### src/rtl/acc_iq_avg_ss_ctrl.sv
// Snapshot capture controller: packs averaged I/Q pairs into 32-bit words and
// writes an armed, trigger-started burst into port A of the snapshot BRAM.
module acc_iq_avg_ss_ctrl #(
  parameter int ADDR_WIDTH = 10,
  parameter int SAMP_WIDTH = 16
) (
  input  logic                    clk,
  input  logic                    rst,
  input  logic                    arm,
  input  logic                    trig,
  input  logic [ADDR_WIDTH:0]     num_words,
  input  logic [SAMP_WIDTH-1:0]   din_i,
  input  logic [SAMP_WIDTH-1:0]   din_q,
  input  logic                    din_valid,
  output logic                    bram_we,
  output logic                    bram_en_a,
  output logic [ADDR_WIDTH-1:0]   bram_addr,
  output logic [2*SAMP_WIDTH-1:0] bram_wr_data,
  output logic                    busy,
  output logic                    done,
  output logic [ADDR_WIDTH:0]     count
);

  localparam int DEPTH = 1 << ADDR_WIDTH;
  localparam logic [ADDR_WIDTH:0] DEPTH_W = DEPTH[ADDR_WIDTH:0];
  localparam logic [ADDR_WIDTH:0] ONE_W = {{ADDR_WIDTH{1'b0}}, 1'b1};

  typedef enum logic [1:0] {
    IDLE    = 2'd0,
    ARMED   = 2'd1,
    CAPTURE = 2'd2,
    DONE    = 2'd3
  } state_t;

  state_t state;
  logic                  arm_d;
  logic                  arm_pulse;
  logic [ADDR_WIDTH:0]   len_r;
  logic [ADDR_WIDTH:0]   len_eff;
  logic [ADDR_WIDTH:0]   count_inc;

  // Rising edge of the software arm bit; arm_d clears on reset so a level held
  // through reset release still arms once.
  assign arm_pulse = arm & ~arm_d;

  // Zero or anything beyond the buffer depth means "fill the whole buffer".
  assign len_eff = ((num_words == '0) || (num_words > DEPTH_W)) ? DEPTH_W : num_words;

  assign count_inc = count + ONE_W;

  // Port-A enable simply follows the registered write strobe.
  assign bram_en_a = bram_we;

  // Capture FSM with all outputs registered; the write strobe is a one-cycle
  // pulse per accepted sample, address/data hold between writes.
  always_ff @(posedge clk) begin
    if (rst) begin
      state        <= IDLE;
      arm_d        <= 1'b0;
      len_r        <= '0;
      count        <= '0;
      bram_we      <= 1'b0;
      bram_addr    <= '0;
      bram_wr_data <= '0;
      busy         <= 1'b0;
      done         <= 1'b0;
    end else begin
      arm_d   <= arm;
      bram_we <= 1'b0;
      case (state)
        IDLE: begin
          // trig is deliberately not looked at here, even with arm_pulse
          if (arm_pulse) begin
            len_r <= len_eff;
            count <= '0;
            busy  <= 1'b1;
            done  <= 1'b0;
            state <= ARMED;
          end
        end
        ARMED: begin
          // The triggering sample itself becomes word 0.
          if (trig && din_valid) begin
            bram_we      <= 1'b1;
            bram_addr    <= '0;
            bram_wr_data <= {din_i, din_q};
            count        <= ONE_W;
            state        <= (len_r == ONE_W) ? DONE : CAPTURE;
          end
        end
        CAPTURE: begin
          // Gaps in din_valid just stall; count doubles as the next address.
          if (din_valid) begin
            bram_we      <= 1'b1;
            bram_addr    <= count[ADDR_WIDTH-1:0];
            bram_wr_data <= {din_i, din_q};
            count        <= count_inc;
            if (count_inc == len_r) begin
              state <= DONE;
            end
          end
        end
        DONE: begin
          // The cycle after the final write raises done and drops busy.
          if (arm_pulse) begin
            len_r <= len_eff;
            count <= '0;
            busy  <= 1'b1;
            done  <= 1'b0;
            state <= ARMED;
          end else begin
            busy <= 1'b0;
            done <= 1'b1;
          end
        end
        default: begin
          state <= IDLE;
        end
      endcase
    end
  end

endmodule

### config.mk
export PLATFORM = sky130hd
export DESIGN_NAME = acc_iq_avg_ss_ctrl
export DESIGN_NICKNAME = d
export VERILOG_FILES = /design/src/rtl/acc_iq_avg_ss_ctrl.sv
export SDC_FILE = /design/constraint.sdc
export NUM_CORES = 1
export LEC_CHECK = 0
export BUFFER_PORTS_ARGS = -buffer_cell sky130_fd_sc_hd__buf_2
export CORE_ASPECT_RATIO = 1.4
export CORE_MARGIN = 4
export CORE_UTILIZATION = 53
export DETAILED_ROUTE_END_ITERATION = 8
export PLACE_DENSITY = 0.86
export SETUP_SLACK_MARGIN = 0.15
export SYNTH_ARGS = -nofsm -noshare
export SYNTH_HDL_FRONTEND = slang
export SYNTH_SLANG_ARGS = --single-unit
### constraint.sdc
create_clock -name clk -period 4.5 [get_ports clk]
set_input_delay 0.45 -clock clk [delete_from_list [all_inputs] [get_ports clk]]
set_output_delay 0.45 -clock clk [all_outputs]
set_load 0.05 [all_outputs]
After elaboration in Yosys (flattened, before gate mapping)
Index checks and enable logic that the tools add are counted.

Output and inout port bits: 57. Word-level logic and storage cells: 61. ROM bits: 0. Bits in registers: 70. Bits of input ports: 48. Latch bits: 0. Memory bits (writable): 0. Memories: 0.

Mux-type cells: 26. Shift-type cells: 0. Reductions and logical operators: 12. $mul: 0. Divide/modulo/power cells: 0. Equal/unequal tests: 10. $lt $le $gt $ge: 1. Add/subtract/negate cells: 1. Bitwise gates (word level): 2.

Operator list (number): 32-bit 2-to-1 mux (2); 32-bit case mux with 2 select lines (1); 11-bit 2-to-1 mux (4); 11-bit case mux with 3 select lines (1); 10-bit 2-to-1 mux (2); 10-bit case mux with 2 select lines (1); 11-bit by 1-bit adder with 11-bit output, second input constant (1); 11-bit by 1-bit == test with 1-bit output, second input constant (1); 11-bit == test (1); 11-bit > comparator, second input constant (1); 11-bit zero test (1); 2-bit 2-to-1 mux (4); 2-bit inequality test, second input constant (4); 1-bit 2-to-1 mux (7); 1-bit case mux with 2 select lines (3); 2-bit case mux with 3 select lines (1); 3-bit AND reduction (2); 2-bit == test, second input constant (2); 2-bit AND reduction (2); 4-bit AND reduction (1); 2-bit nonzero test (2); 2-bit by 1-bit == test with 1-bit output, second input constant (1); 2-bit zero test (1); 2-bit by 1-bit inequality test with 1-bit output, second input constant (1); other kinds (5) (5).

Logic depth before layout (Yosys ltp)
Depth after elaboration: 5. Mapped depth: 9. Depth with buffers taken out: 8.

Worst setup path before layout
Ideal clock, no wire load.

Path kind: flip-flop to flip-flop. Start: register count[0]. End: register state[0]. Clock period less this slack: 2453 ps. Buffers on the path: 0. Setup slack: 2047 ps. Cell stages (with the launch flop): 8. Setup time: 121 ps. Data arrival time: 2331 ps. Cells stage by stage: dfxtp_1 -> ha_1 -> nand4_2 -> or3_1 -> a21oi_2 -> nor4b_1 -> a31oi_2 -> mux2_4.

Cells in the longest elaborated chain, start to end: 4.

RTL lines: start, declared (RTL line 21) `output logic [ADDR_WIDTH:0] count`; start signal, assigned (RTL line 97) `count <= count_inc;`; 11-bit by 1-bit adder with 11-bit output (RTL line 49) `assign count_inc = count + ONE_W;`; 11-bit == test (RTL line 98) `if (count_inc == len_r) begin`; 2-bit inequality test (no source line); 4-bit AND reduction (no source line); end signal, assigned (RTL line 88) `state <= (len_r == ONE_W) ? DONE : CAPTURE;`; end, declared (RTL line 35) `state_t state;`.

No other way between the ends. A chain may end at the register's enable or synchronous reset.

Final worst setup path
Start: register state[0]. End: register state[0].

Cells in the longest elaborated chain, start to end: 4. Elaborated cells on any way between the ends: 11. Those cells by class: eq/ne: 7; mux: 1; reduce/logical: 3.

RTL lines: 2-bit == test or 2-bit zero test (tied branches) (RTL line 70) `case (state)`; 2-bit OR reduction (no source line); 2-bit by 1-bit inequality test with 1-bit output (no source line); 4-bit AND reduction (no source line).

Parallel ways exist; a longest one is shown, timed or not.

==> results.sh <==
export IMPL_maxSlewHeadroom_pct=29.7
export IMPL_cts_root_buf="clkbuf_8"
export IMPL_global_route_usage_met1_pct=24.9
export IMPL_ys_seq_area_share_pct=43.8
export IMPL_ys_seq_elements=70
export IMPL_crit_path_start_kind="register"
export IMPL_tightest_slew_ns=1.05
export IMPL_syn_area_sq_um=3200
export IMPL_port_buffer_count=104
export IMPL_ios=105
export IMPL_yosys_cell_types_count=52
export IMPL_syn2layout_area_growth_pct=20.0
export IMPL_yosys_area_share_simple_pct=25.9
export IMPL_synth_most_common_cell="dfxtp_1"
export IMPL_dp_slack_ns=2.02
export IMPL_die_y_microns=99.9
export IMPL_rows=33
export IMPL_firstDrtPassIters=5
export IMPL_htreeDepth=3
export IMPL_yosys_top_cells_count="70 x dfxtp_1, 69 x nand2_1, 53 x a21oi_1"
export IMPL_post_cts_resized=0
export IMPL_hold_class="in2reg"
export IMPL_fin_setup_tns_ns=0
export IMPL_synthAdderAreaFrac_pct=2.35
export IMPL_detail_route_wl_per_cell_microns=14.2
export IMPL_first_global_vias=2790
export IMPL_grt_antenna_before_repair=0
export IMPL_fin_ws_ns=1.94
export IMPL_outcome="finished, final reports clean"
export IMPL_grt_usage_pct=21.4
export IMPL_skew_ns=0.00588
export IMPL_use_met2_pct=35.1
export IMPL_synth_area_leaders="dfxtp_1 44%, a21oi_1 8.3%, nand2_1 8.1%"
export IMPL_post_cts_buffers=0
export IMPL_fillers=500
export IMPL_clk_pin_slew_ns=0.07
export IMPL_final_net_count=531
export IMPL_met3_usage_pct=5.21
export IMPL_worst_setup_path_type="reg2reg"
export IMPL_num_vias=2993
export IMPL_grt_pass1_wl_mm=12.5
export IMPL_routed_wl_mm=7.84
export IMPL_cp_required_ns=4.73
export IMPL_synth_top_family_by_area="simple AND/OR/NAND/NOR gates"
export IMPL_synth_edf_count=0
export IMPL_gp_congestion=0.864
export IMPL_syn_nets=444
export IMPL_seqCellArea_sq_um=1400
export IMPL_vias_per_cell=5.42
export IMPL_insertedDiodeCount=0
export IMPL_drive_above_1_share_pct=28.0
export IMPL_synthMuxAreaShare_pct=1.13
export IMPL_setup_viol=0
export IMPL_fp_coreArea_sq_um=5860
export IMPL_syn_inst=390
export IMPL_final_area_sq_um=3840
export IMPL_vdd_drop_max_mv=0.227
export IMPL_slew_viol_final=0
export IMPL_die_w_microns=73.7
export IMPL_cp_max_fo=13
export IMPL_initialDrtViolationCount=189
export IMPL_ant_nets=0
export IMPL_cts_made_buffers=9
export IMPL_cts_hold_fix_buffers=0
export IMPL_powerDensity_nw_per_um2=453
export IMPL_syn_area_per_cell_sq_um=8.20
export IMPL_multi_input_area_sq_um=1620
export IMPL_synth_top_area_cell="dfxtp_1"
export IMPL_drc_errors=0
export IMPL_max_cap_violations=0
export IMPL_synth_ff_type="dfxtp_1"
export IMPL_max_freq_mhz=391
export IMPL_die_area_sq_um=7360
export IMPL_busiest_layer="met2"
export IMPL_fin_crit_sh_pct=56.8
export IMPL_arrival_ns=2.78
export IMPL_dp_hpwl_mm=5.61
export IMPL_clock_sinks=70
export IMPL_rsz0062_at_grt="false"
export IMPL_cts_max_path_buffers=2
export IMPL_synthArstFlopShare_pct=0
export IMPL_ys_warn_count=0
export IMPL_hold_viol=0
export IMPL_yosysTopAreaCellShare_pct=43.8
export IMPL_tritoncts="done"
export IMPL_end_kind="register"
export IMPL_place_area_sq_um=3670
export IMPL_leakagePower_nw=1.66
export IMPL_worst_hold_slack_ns=0.343
export IMPL_synth_compound_area_share_pct=17.8
export IMPL_clk_latency_ns=0.34
export IMPL_grt_start_max_net_pins=42
export IMPL_grt_overflow=0
export IMPL_period_needed_ns=2.56
export IMPL_synthXorXnorAreaFrac_pct=3.56
export IMPL_initial_core_util_pct=54.5
## cell type report
| cell class | count | share of cell area [%] |
|---|---|---|
| clock buffer | 12 | 3.78 |
| sequential | 70 | 36.5 |
| tap | 70 | 2.28 |
| inverter | 6 | 0.587 |
| clock inverter | 4 | 0.587 |
| multi-input combinational | 284 | 42.3 |
| timing repair buffer | 106 | 14.0 |
## stage by stage
step                power, mW  utilization (%)  instances
floorplan                1.19                -        390
global placement         1.30             62.6        536
detailed placement       1.32             62.6        536
CTS                      1.75             65.4        552
global route             1.83             65.4        552
finish                   1.74             65.4        552
## power breakdown
| part | switching, mW | total, mW | internal [mW] | leakage [nW] |
|---|---|---|---|---|
| Clock | 0.216 | 0.428 | 0.212 | 0.0861 |
| Sequential | 0.0462 | 0.725 | 0.678 | 0.567 |
| Combinational | 0.401 | 0.584 | 0.183 | 1.01 |
| Total | 0.664 | 1.74 | 1.07 | 1.66 |
## logic make-up after synthesis
kind of cell	count (synthesis)
flops	70
buf+inv	36
fa+ha+maj	6
simple gates	169
mux	3
compound gates	93
xor+xnor	13
## path summary, 6_finish.rpt
kind / slack (ns) / depth (start not counted) / to / startpoint
worst min-delay path: 0.34 / 3 / bram_wr_data[12]$_SDFFE_PP0P_ / din_q[12]
worst max register to register: 1.94 / 7 / state[0]$_SDFFE_PP0P_ / state[0]$_SDFFE_PP0P_
worst min register to register: 0.45 / 2 / bram_wr_data[1]$_SDFFE_PP0P_ / bram_wr_data[1]$_SDFFE_PP0P_
worst max-delay path: 1.94 / 7 / state[0]$_SDFFE_PP0P_ / state[0]$_SDFFE_PP0P_
## routing by layer
metal / part of all wire [%] / vias up
li1: - / 1513
met3: 7.8 / 25
met1: 40 / 1336
met4: 2.9 / 0
met2: 49 / 119
met5: 0 / -
## worst max-delay path: stages, from the launching register on
cell     delay (ns)
dfxtp_1        0.40
inv_1          0.11
ha_1           0.37
nor2_1         0.12
nor2_1         0.60
nor4b_1        0.36
a31oi_2        0.17
mux2_4         0.32
## cell usage in the layout, fill, tap and decap left out, types with 7 or more instances in the layout
cell,n
a21oi_1,53
a22oi_1,13
buf_2,104
clkbuf_8,10
dfxtp_1,70
nand2_1,69
nand3_1,7
nor2_1,39
nor3b_1,13
o21ai_0,9
xnor2_1,10
## state kept, by name (all words and copies together) (netlist names)
register and count:
bram_wr_data 32, count 11, len_r 11, bram_addr 10, state 2, arm_d 1, bram_en_a 1, busy 1
done 1
(Power assumes the default switching activity.)
